**config.mk**
```make
export PLATFORM = sky130hd
export DESIGN_NAME = ahb_decode_mux_flat
export DESIGN_NICKNAME = d
export VERILOG_FILES = /design/src/rtl/ahb_decode_mux_if.sv /design/src/rtl/ahb_decode_mux.sv /design/src/flat_wrapper.sv
export SDC_FILE = /design/constraint.sdc
export NUM_CORES = 1
export LEC_CHECK = 0
export ABC_AREA = 1
export CORE_AREA = 4 4 72 141
export DETAILED_ROUTE_END_ITERATION = 10
export DIE_AREA = 0 0 76 145
export PLACE_DENSITY = 0.9
export SYNTH_ARGS = -nofsm -noshare
export SYNTH_HDL_FRONTEND = slang
export SYNTH_SLANG_ARGS = --single-unit
```
**constraint.sdc**
```tcl
create_clock -name HCLK -period 3.1 [get_ports HCLK]
set_clock_uncertainty 0.05 [all_clocks]
set_input_delay 0.31 -clock HCLK [delete_from_list [all_inputs] [get_ports HCLK]]
set_output_delay 0.31 -clock HCLK [all_outputs]
set_load 0.05 [all_outputs]
```
**src/rtl/ahb_decode_mux_if.sv**
```systemverilog
// ahb_decode_mux_if: master-side address/response signals plus per-slave select and response lanes
interface ahb_decode_mux_if;
    logic [31:0]       haddr;
    logic [1:0]        htrans;
    logic [3:0]        hsel;
    logic [3:0][31:0]  rdata_s;
    logic [3:0]        readyout;
    logic [3:0]        resp_s;
    logic [31:0]       hrdata;
    logic              hready;
    logic              hresp;

    modport slave (
        input  haddr, htrans, rdata_s, readyout, resp_s,
        output hsel, hrdata, hready, hresp
    );

    modport master (
        output haddr, htrans, rdata_s, readyout, resp_s,
        input  hsel, hrdata, hready, hresp
    );
endinterface

```
**src/rtl/ahb_decode_mux.sv**
```systemverilog
// ahb_decode_mux: AHB address decoder, data-phase response mux and default error slave
module ahb_decode_mux #(
    parameter logic [31:0] S0_BASE = 32'h0000_0000,
    parameter logic [31:0] S1_BASE = 32'h2000_0000,
    parameter logic [31:0] S2_BASE = 32'h4000_0000,
    parameter logic [31:0] S3_BASE = 32'h4000_8000,
    parameter logic [31:0] S0_MASK = 32'hFFFF_0000,
    parameter logic [31:0] S1_MASK = 32'hFFFF_0000,
    parameter logic [31:0] S2_MASK = 32'hFFFF_F000,
    parameter logic [31:0] S3_MASK = 32'hFFFF_F000
) (
    input  logic            HCLK,
    input  logic            HRESETn,
    ahb_decode_mux_if.slave bus,
    output logic [31:0]     err_addr,
    output logic [7:0]      err_cnt
);
    localparam logic [2:0] SEL_DEF = 3'd4;
    typedef enum logic [1:0] {DS_OK, DS_ERR1, DS_ERR2} ds_t;
    ds_t        state, state_nxt;
    logic [2:0] sel_dec, dsel;
    logic       ds_ready, ds_resp, err_req;

    always_comb
        sel_dec = ((bus.haddr & S0_MASK) == S0_BASE) ? 3'd0 :
                  ((bus.haddr & S1_MASK) == S1_BASE) ? 3'd1 :
                  ((bus.haddr & S2_MASK) == S2_BASE) ? 3'd2 :
                  ((bus.haddr & S3_MASK) == S3_BASE) ? 3'd3 : SEL_DEF;

    assign bus.hsel   = sel_dec[2] ? 4'b0000 : 4'b0001 << sel_dec[1:0];
    assign bus.hrdata = dsel[2] ? 32'h0 : bus.rdata_s[dsel[1:0]];
    assign bus.hready = dsel[2] ? ds_ready : bus.readyout[dsel[1:0]];
    assign bus.hresp  = dsel[2] ? ds_resp : bus.resp_s[dsel[1:0]];
    // an unmapped NONSEQ/SEQ accepted this edge starts a two-cycle ERROR response
    assign err_req    = bus.hready & sel_dec[2] & bus.htrans[1];

    always_ff @(posedge HCLK or negedge HRESETn)
        if (!HRESETn)
            dsel <= SEL_DEF;
        else if (bus.hready)
            dsel <= sel_dec;

    always_ff @(posedge HCLK or negedge HRESETn)
        if (!HRESETn)
            state <= DS_OK;
        else
            state <= state_nxt;

    always_comb
        state_nxt = (state == DS_ERR1) ? DS_ERR2 : (err_req ? DS_ERR1 : DS_OK);

    always_comb begin
        ds_ready = state != DS_ERR1;
        ds_resp  = state != DS_OK;
    end

    always_ff @(posedge HCLK or negedge HRESETn)
        if (!HRESETn) begin
            err_addr <= 32'h0;
            err_cnt  <= 8'h0;
        end else if (err_req) begin
            err_addr <= bus.haddr;
            err_cnt  <= err_cnt + {7'd0, err_cnt != 8'hFF};
        end
endmodule
```
**src/flat_wrapper.sv**
```systemverilog
// flat-port wrapper written by rule: the top's interface ports become plain ports
module ahb_decode_mux_flat 
#(
    parameter logic [31:0] S0_BASE = 32'h0000_0000,
    parameter logic [31:0] S1_BASE = 32'h2000_0000,
    parameter logic [31:0] S2_BASE = 32'h4000_0000,
    parameter logic [31:0] S3_BASE = 32'h4000_8000,
    parameter logic [31:0] S0_MASK = 32'hFFFF_0000,
    parameter logic [31:0] S1_MASK = 32'hFFFF_0000,
    parameter logic [31:0] S2_MASK = 32'hFFFF_F000,
    parameter logic [31:0] S3_MASK = 32'hFFFF_F000
)
  (HCLK, HRESETn, err_addr, err_cnt, bus_haddr, bus_htrans, bus_rdata_s, bus_readyout, bus_resp_s, bus_hsel, bus_hrdata, bus_hready, bus_hresp);
  ahb_decode_mux_if bus_i ();
  input  logic HCLK;
  input  logic HRESETn;
  output logic [31:0] err_addr;
  output logic [7:0] err_cnt;
  input wire logic [$bits(bus_i.haddr)-1:0] bus_haddr;
  input wire logic [$bits(bus_i.htrans)-1:0] bus_htrans;
  input wire logic [$bits(bus_i.rdata_s)-1:0] bus_rdata_s;
  input wire logic [$bits(bus_i.readyout)-1:0] bus_readyout;
  input wire logic [$bits(bus_i.resp_s)-1:0] bus_resp_s;
  output wire logic [$bits(bus_i.hsel)-1:0] bus_hsel;
  output wire logic [$bits(bus_i.hrdata)-1:0] bus_hrdata;
  output wire logic [$bits(bus_i.hready)-1:0] bus_hready;
  output wire logic [$bits(bus_i.hresp)-1:0] bus_hresp;
  assign bus_i.haddr = bus_haddr;
  assign bus_i.htrans = bus_htrans;
  assign bus_i.rdata_s = bus_rdata_s;
  assign bus_i.readyout = bus_readyout;
  assign bus_i.resp_s = bus_resp_s;
  assign bus_hsel = bus_i.hsel;
  assign bus_hrdata = bus_i.hrdata;
  assign bus_hready = bus_i.hready;
  assign bus_hresp = bus_i.hresp;
  ahb_decode_mux #(.S0_BASE(S0_BASE), .S1_BASE(S1_BASE), .S2_BASE(S2_BASE), .S3_BASE(S3_BASE), .S0_MASK(S0_MASK), .S1_MASK(S1_MASK), .S2_MASK(S2_MASK), .S3_MASK(S3_MASK)) u_core (.HCLK(HCLK), .HRESETn(HRESETn), .bus(bus_i), .err_addr(err_addr), .err_cnt(err_cnt));
endmodule
```
; ---- Word-level counts from Yosys, hierarchy flattened
; Index checks and enable logic that the tools add are counted.
[totals]
ram_bits = 0
n_memories = 0
latch_bits = 0
rom_bits = 0
regBits = 45
input_bits = 172
out_inout_bits = 78
word_cells = 33
[classes]
magnitude_cmp = 1
n_addsub = 1
div_mod_pow = 0
n_reduce_logical = 2
n_mul = 0
bitwise_logic = 2
mux = 16
n_eq_ne = 6
n_shift = 1
[ops]
columns = cell, count
row1 = $bmux 32 s2, 1
row2 = $mux 32, 2
row3 = $eq 20x19->1 const B, 2
row4 = $logic_not 32->1, 1
row5 = $eq 16x14->1 const B, 1
row6 = $mux 3, 4
row7 = $add 8x1->8, 1
row8 = $ne 8x8->1 const B, 1
row9 = $mux 1, 5
row10 = $bmux 1 s2, 2
row11 = $mux 4, 1
row12 = $shl 1x2->4 const A, 1
row13 = $lt 2x3->1 const B, 1
row14 = $and 1x1->1, 2
row15 = $eq 2x1->1 const B, 1
row16 = $mux 2, 1
row17 = $ne 2x1->1 const B, 1
row18 = $reduce_bool 2->1, 1

; ---- Depth between registers and ports, before layout
; Gate-level depths: netlist of run 1.
[logic_depth]
depth_word = 9
mapped_depth = 13
mapped_depth_nobuf = 11

; ---- Worst setup path after synthesis of run 1
; OpenSTA, ideal clock, no wires.
[synth_path]
path_kind = input to output
start = in bus_haddr[19]
end = out bus_hsel[3]
slack_ns = 0.817
n_path_buf = 0
t_arrival_ns = 1.923
cell_stages = 6
required_ns = 2.740
path_cell_list = nor2_1 nand2_1 nor2_1 nand2_1 inv_1 nor3_1
[synth_between]
elab_chain_cells = 7
elab_cells_between_ends = 10
classes_between = 3 x eq/ne / 1 x shift / 5 x mux / 1 x reduce/logical
[synth_lines]
columns = item, line_no
row1 = "start, declared", flat_wrapper.sv:19  ; input wire logic [$bits(bus_i.haddr)-1:0] bus_haddr;
row2 = $eq 20x19->1, ahb_decode_mux.sv:28  ; ((bus.haddr & S3_MASK) == S3_BASE) ? 3'd3 : SEL_DEF;
row3 = $mux 3, ahb_decode_mux.sv:28
row4 = $mux 3, ahb_decode_mux.sv:27  ; ((bus.haddr & S2_MASK) == S2_BASE) ? 3'd2 :
row5 = $mux 3, ahb_decode_mux.sv:26  ; ((bus.haddr & S1_MASK) == S1_BASE) ? 3'd1 :
row6 = $mux 3 *, ahb_decode_mux.sv:25  ; sel_dec = ((bus.haddr & S0_MASK) == S0_BASE) ? 3'd0 :
row7 = $shl 1x2->4, ahb_decode_mux.sv:30  ; assign bus.hsel = sel_dec[2] ? 4'b0000 : 4'b0001 << sel_dec[1:0];
row8 = $mux 4 *, ahb_decode_mux.sv:30
row9 = "end, declared", flat_wrapper.sv:24  ; output wire logic [$bits(bus_i.hsel)-1:0] bus_hsel;
; Mark *: on every way between the ends. The rest lies on a longest branch, timed or not.

; ---- Worst setup path in the final report of run 1
[layout_path]
start = in bus_haddr[25]
end = out bus_hsel[2]
; Same word-level chain as after synthesis.

==> impl_metrics.toml, run 1 <==
[timing]
grt_setup_unrepaired = "false"
final.setup.tns_ns = 0
report.final.hold_viol_count = 0
drv_slew = 0
finalSetupViolCount = 0
clock.fmax_ghz = 0.370
max-slew-margin-rel_pct = 32.4
timing.final.crit_share_pct = 87.3
period_needed_ns = 2.71
tightest_slew_ns = 1.01
setup_ws_ns = 0.395

[synthesis]
syn_inst = 533
ys_warn_count = 0
synth_top_area_share_pct = 33.2
synthDistinctLibCells = 24
yosysMostFrequentCell = "nor2_1"
synthArstFlopShare_pct = 100
syn_area_mm2 = 0.00332
seq_area_frac_synth_pct = 34.0
syn_avg_cell_area_um2 = 6.23
synth_flop_cell = "dfrtp_1"
synth.largest_area_cell = "dfrtp_1"
synth-seq-cells = 45
synth-edff-count = 0
synth.net_count = 707
synth_commonest_cells = "153 x nor2_1, 108 x nand2_1, 67 x o21ai_0"
synth_area_leaders = "dfrtp_1 33%, nor2_1 17%, nand2_1 12%"

[cts]
post_cts_buffers = 0
cts_inserted_buffers = 5
cts_hold_buf = 0
path_clk_slew_ns = 0.06
clkSinkCount = 45
ctsRootBufferMaster = "clkbuf_16"
cts_resized = 0
cts_max_level = 2
cts_tree = "built"
clockBufferDepth = 2
clkLatencyLatePin_ns = 0.29

[flow_run]
cap_viol_max_count = 0

[layout]
final_util_pct = 69.6
nets = 928
diodes = 0
drive_gt1_share_pct = 8.34
fin_cells = 857
area_growth_pct = 89.1
design_area_mm2 = 0.00627

[place]
dpl_cell_area_mm2 = 0.00610
port_buffers = 248
gp_congestion = 0.928
dpl.cell_count = 849
detailedPlacementHpwl_mm = 11.9
dp_slack_ns = 0.382

[worst_setup_path]
r2r_cells = 10
reg2reg_to = "u_core.err_addr[0]"
r2r-start = "u_core.dsel[0]"
start_kind = "input pin"
critPathMaxFanout = 3
cp-end-kind = "output port"
worstPathRequired_ns = 2.74
crit_arrival_ns = 2.35
cp-endpoint = "bus_hsel[2]"
critical_path_class = "in2out"
regToRegSetupSlack_ns = 0.68
cp-startpoint = "bus_haddr[25]"

[power_and_ir_drop]
p_per_area_mw_per_mm2 = 1060
peakVddDrop_mv = 0.668
leakagePower_uw = 0.00278

[min_path]
hp-class = "in2async"

[grt]
grt_pass1_vias = 4674
grt_first_pass_wirelength_mm = 24.6
grt_max_degree = 67
track_usage_pct = 26.8
grt_antenna_before_repair = 0
grt.overflow.total = 0

[detailed_routing]
drc_errors = 0
wl_mm = 15.3
drtIter0Drc = 211
detail-route-antenna-nets = 0
wire_per_inst_um = 17.9
vias_per_cell = 5.35
num_vias = 4584
drt_pre_antenna_iters = 4

[die]
ios = 250
die_area_mm2 = 0.0110
rows = 49
die_x_um = 76
start_util_pct = 36.8
die-height_um = 145
fp.coreArea_mm2 = 0.00901

[status]
status = "finished clean"
==> cell usage in the layout (no fill, tap or decap), drive strengths merged <==
cell / count
nand3: 8
a31oi: 1
nor2: 156
dfrtp: 44
ha: 2
buf: 46
nand2: 109
xor2: 2
nand4: 41
o21ai: 67
xnor2: 2
nor3: 2
clkdlybuf4s50: 211
dfstp: 1
bufinv: 1
a21oi: 35
clkbuf: 7
inv: 20
==> kinds of logic after synthesis <==
logic type / share of synthesized area [%]
compound gates: 15.6
simple gates: 40.0
flops: 34.0
fa+ha+maj: 0.754
buf+inv: 8.67
xor+xnor: 1.06
==> critical path: stages <==
cell and delay (ns):
clkdlybuf4s50_1 0.42, nor2_1 0.14, nand2_1 0.08, nor2_2 0.18
inv_2 0.07, nor2_4 0.15, inv_1 0.09, nor2_1 0.08
clkdlybuf4s50_1 0.81
==> power breakdown <==
part / switching, µW / total, µW / leakage (µW) / internal (µW)
Combinational: 3130 / 4970 / 0.00213 / 1840
Sequential: 186 / 1040 / 0.000561 / 855
Clock: 225 / 628 / 0.0000841 / 403
==> registers in the layout, summed over array words and instances (netlist names) <==
register	count
u_core.err_cnt	8
u_core.err_addr	32
u_core.dsel	3
u_core.state	2
==> how the worst min path moves through the flow <==
stage,from,to,cells past startpoint
CTS,HRESETn,u_core.err_addr[6],1
floorplan,HRESETn,u_core.dsel[0],0
global placement,u_core.err_addr[0],u_core.err_addr[0],2
detailed placement,u_core.err_addr[18],u_core.err_addr[18],2
global route,HRESETn,u_core.err_addr[4],1
finish,HRESETn,u_core.err_addr[8],1
==> area by class of cell <==
class | count | area, µm²
Clock buffer | 7 | 143
Clock inverter | 1 | 30.0
Fill cell | 669 | 2740
Inverter | 20 | 75.1
Multi-Input combinational cell | 425 | 1900
Sequential cell | 45 | 1130
Tap cell | 102 | 128
Timing Repair Buffer | 257 | 2870
==> layer usage <==
metal	share of wire, %	global-route usage, %	up-vias
met3	7.8	6.27	49
li1	-	-	2181
met1	35	28.8	2116
met5	0	0	-
met2	53	49.0	238
met4	4.0	11.3	0
==> stage by stage <==
step	total power, µW	hold slack (ns)
after floorplan	4010	-0.0356
after CTS	6660	0.170
after global routing	6960	0.226
after detailed placement	6020	0.409
final	6640	0.130
after global placement	5890	0.405
No activity file was read; power rests on OpenSTA's default activity.
==> run 2: changes to the inputs <==
--- a/config.mk
+++ b/config.mk
@@ -6,10 +6,10 @@
 export NUM_CORES = 1
 export LEC_CHECK = 0
 export ABC_AREA = 1
-export CORE_AREA = 4 4 72 141
+export CORE_AREA = 4 4 74 145
 export DETAILED_ROUTE_END_ITERATION = 10
-export DIE_AREA = 0 0 76 145
-export PLACE_DENSITY = 0.9
+export DIE_AREA = 0 0 78 149
+export PLACE_DENSITY = 0.85
 export SYNTH_ARGS = -nofsm -noshare
 export SYNTH_HDL_FRONTEND = slang
 export SYNTH_SLANG_ARGS = --single-unit
==> constraint.sdc (replaced) <==
create_clock -name HCLK -period 3 [get_ports HCLK]
set_clock_uncertainty 0.05 [all_clocks]
set_input_delay 0.3 -clock HCLK [delete_from_list [all_inputs] [get_ports HCLK]]
set_output_delay 0.3 -clock HCLK [all_outputs]
set_load 0.05 [all_outputs]
==> impl_metrics.toml, run 2 (synthesis results as in run 1) <==
[detailed_routing]
wire_per_inst_um = 17.2
drt_pre_antenna_iters = 5
drtIter0Drc = 206
num_vias = 4599
vias_per_cell = 5.18
drc_errors = 0
detail-route-antenna-nets = 0
wl_mm = 15.3

[worst_setup_path]
critPathMaxFanout = 35
cp-end-kind = "output port"
path_delay_family = "buffers and inverters"
critical_path_class = "reg2out"
slowest_delay_ns = 0.43
cpMostUsedCell = "nand2_1"
worstPathCellList = "inv_2 > nand2_1 > nand2_1 > nand2_1 > nand2_1 > nand2_1 > nand2_2 > buf_4 > buf_4"
crit_slowest_cell = "dfrtp_2"
worst-path-buf-inv = 3
start_kind = "flop"
crit_arrival_ns = 2.30
worstPathRequired_ns = 2.65

[place]
port_buffers = 248
dp_slack_ns = 0.320
gp_congestion = 0.880
detailedPlacementHpwl_mm = 12.0

[power_and_ir_drop]
peakVddDrop_mv = 0.758
leakagePower_uw = 0.00277
p_per_area_mw_per_mm2 = 1080
p_total_uw = 6800

[cts]
clkLatencyLatePin_ns = 0.29
clockBufferDepth = 2
ctsRootBufferMaster = "clkbuf_16"
cts_resized = 0
clkSinkCount = 45
cts_tree = "built"
path_clk_slew_ns = 0.07
cts_hold_buf = 0
post_cts_buffers = 0
cts_inserted_buffers = 5
cts_max_level = 2

[layout]
drive_gt1_share_pct = 8.48
largest_register_ffs = 32
area_growth_pct = 89.9
reg_top3 = "u_core.err_addr (32), u_core.err_cnt (8), u_core.dsel (3)"
final_common_cell = "clkdlybuf4s50_1"
mostFrequentLayoutCells = "211 x clkdlybuf4s50_1, 153 x nor2_1, 108 x nand2_1, 67 x o21ai_0, 43 x dfrtp_1"
nets = 928
fillers = 810
top_register = "u_core.err_addr"
diodes = 0

[min_path]
hp-class = "in2async"

[grt]
grt.overflow.total = 0
grt_first_pass_wirelength_mm = 22.8
grt_max_degree = 68
track_usage_pct = 24.7
grt_pass1_vias = 4535
grt_antenna_before_repair = 0

[timing]
period_needed_ns = 2.65
clock.fmax_ghz = 0.377
max-slew-margin-rel_pct = 31.4
finalSetupViolCount = 0
tightest_slew_ns = 1.03
final.setup.tns_ns = 0
timing.final.crit_share_pct = 88.5
report.final.hold_viol_count = 0
drv_slew = 0
setup_ws_ns = 0.346
grt_setup_unrepaired = "false"

[die]
rows = 51
start_util_pct = 34.4
die_area_mm2 = 0.0116
die_x_um = 78
fp.coreArea_mm2 = 0.00964
die-height_um = 149
ios = 250

[flow_run]
cap_viol_max_count = 0

[status]
status = "finished clean"
[run 2: final cells by class]
class,count,area (µm²),share of cell area [%]
Multi-Input combinational cell,425,1900,30.2
Timing Repair Buffer,257,2870,45.5
Clock buffer,7,153,2.42
Clock inverter,1,8.76,0.139
Inverter,20,75.1,1.19
Sequential cell,45,1130,17.9
Tap cell,132,165,2.62
[run 2: final timing paths]
kind,startpoint,end,slack (ns),cells past startpoint
max in group asynchronous,HRESETn,u_core.dsel[0],2.04,1
setup / recovery,u_core.dsel[0],bus_hready,0.35,9
min in group HCLK,u_core.err_addr[30],u_core.err_addr[30],0.42,2
hold reg to reg,u_core.err_addr[30],u_core.err_addr[30],0.42,2
setup reg to reg,u_core.dsel[0],u_core.err_addr[8],0.36,10
hold / removal,HRESETn,u_core.err_addr[24],0.13,1
[run 2: layer usage]
| metal | part of all wire [%] | global-route usage, % |
|---|---|---|
| met1 | 33 | 25.0 |
| met2 | 51 | 44.3 |
| met3 | 10 | 7.50 |
| met4 | 5.2 | 13.7 |
| met5 | 0 | 0 |
[run 2: power by group]
group,switching (µW),internal [µW]
Combinational,3180,1910
Sequential,241,884
Clock,233,357
[run 2: through the flow]
stage,std cells,util (%),hold WS (ns),cell area (µm²)
2_1_floorplan,533,-,-0.0456,3320
3_3_place_gp,879,63.7,0.406,6140
3_5_place_dp,879,63.7,0.408,6140
4_1_cts,887,65.4,0.161,6300
5_1_grt,887,65.4,0.197,6300
6_report,887,65.4,0.133,6300
[run 2: worst reg2reg max path: cells and delay by family (launching register included)]
| kind | cells | cell delay (ns) |
|---|---|---|
| buffers and inverters | 1 | 0.36 |
| AND/OR/NAND/NOR | 9 | 1.71 |
| flip-flops | 1 | 0.43 |
==> run 3: changes to the inputs <==
--- a/config.mk
+++ b/config.mk
@@ -7,6 +7,7 @@
 export LEC_CHECK = 0
 export ABC_AREA = 1
 export CORE_AREA = 4 4 74 145
+export CTS_CLUSTER_DIAMETER = 40
 export DETAILED_ROUTE_END_ITERATION = 10
 export DIE_AREA = 0 0 78 149
 export PLACE_DENSITY = 0.85
==> results of run 3 <==
No change in the layout: final DEF, timing and power equal those of run 2.
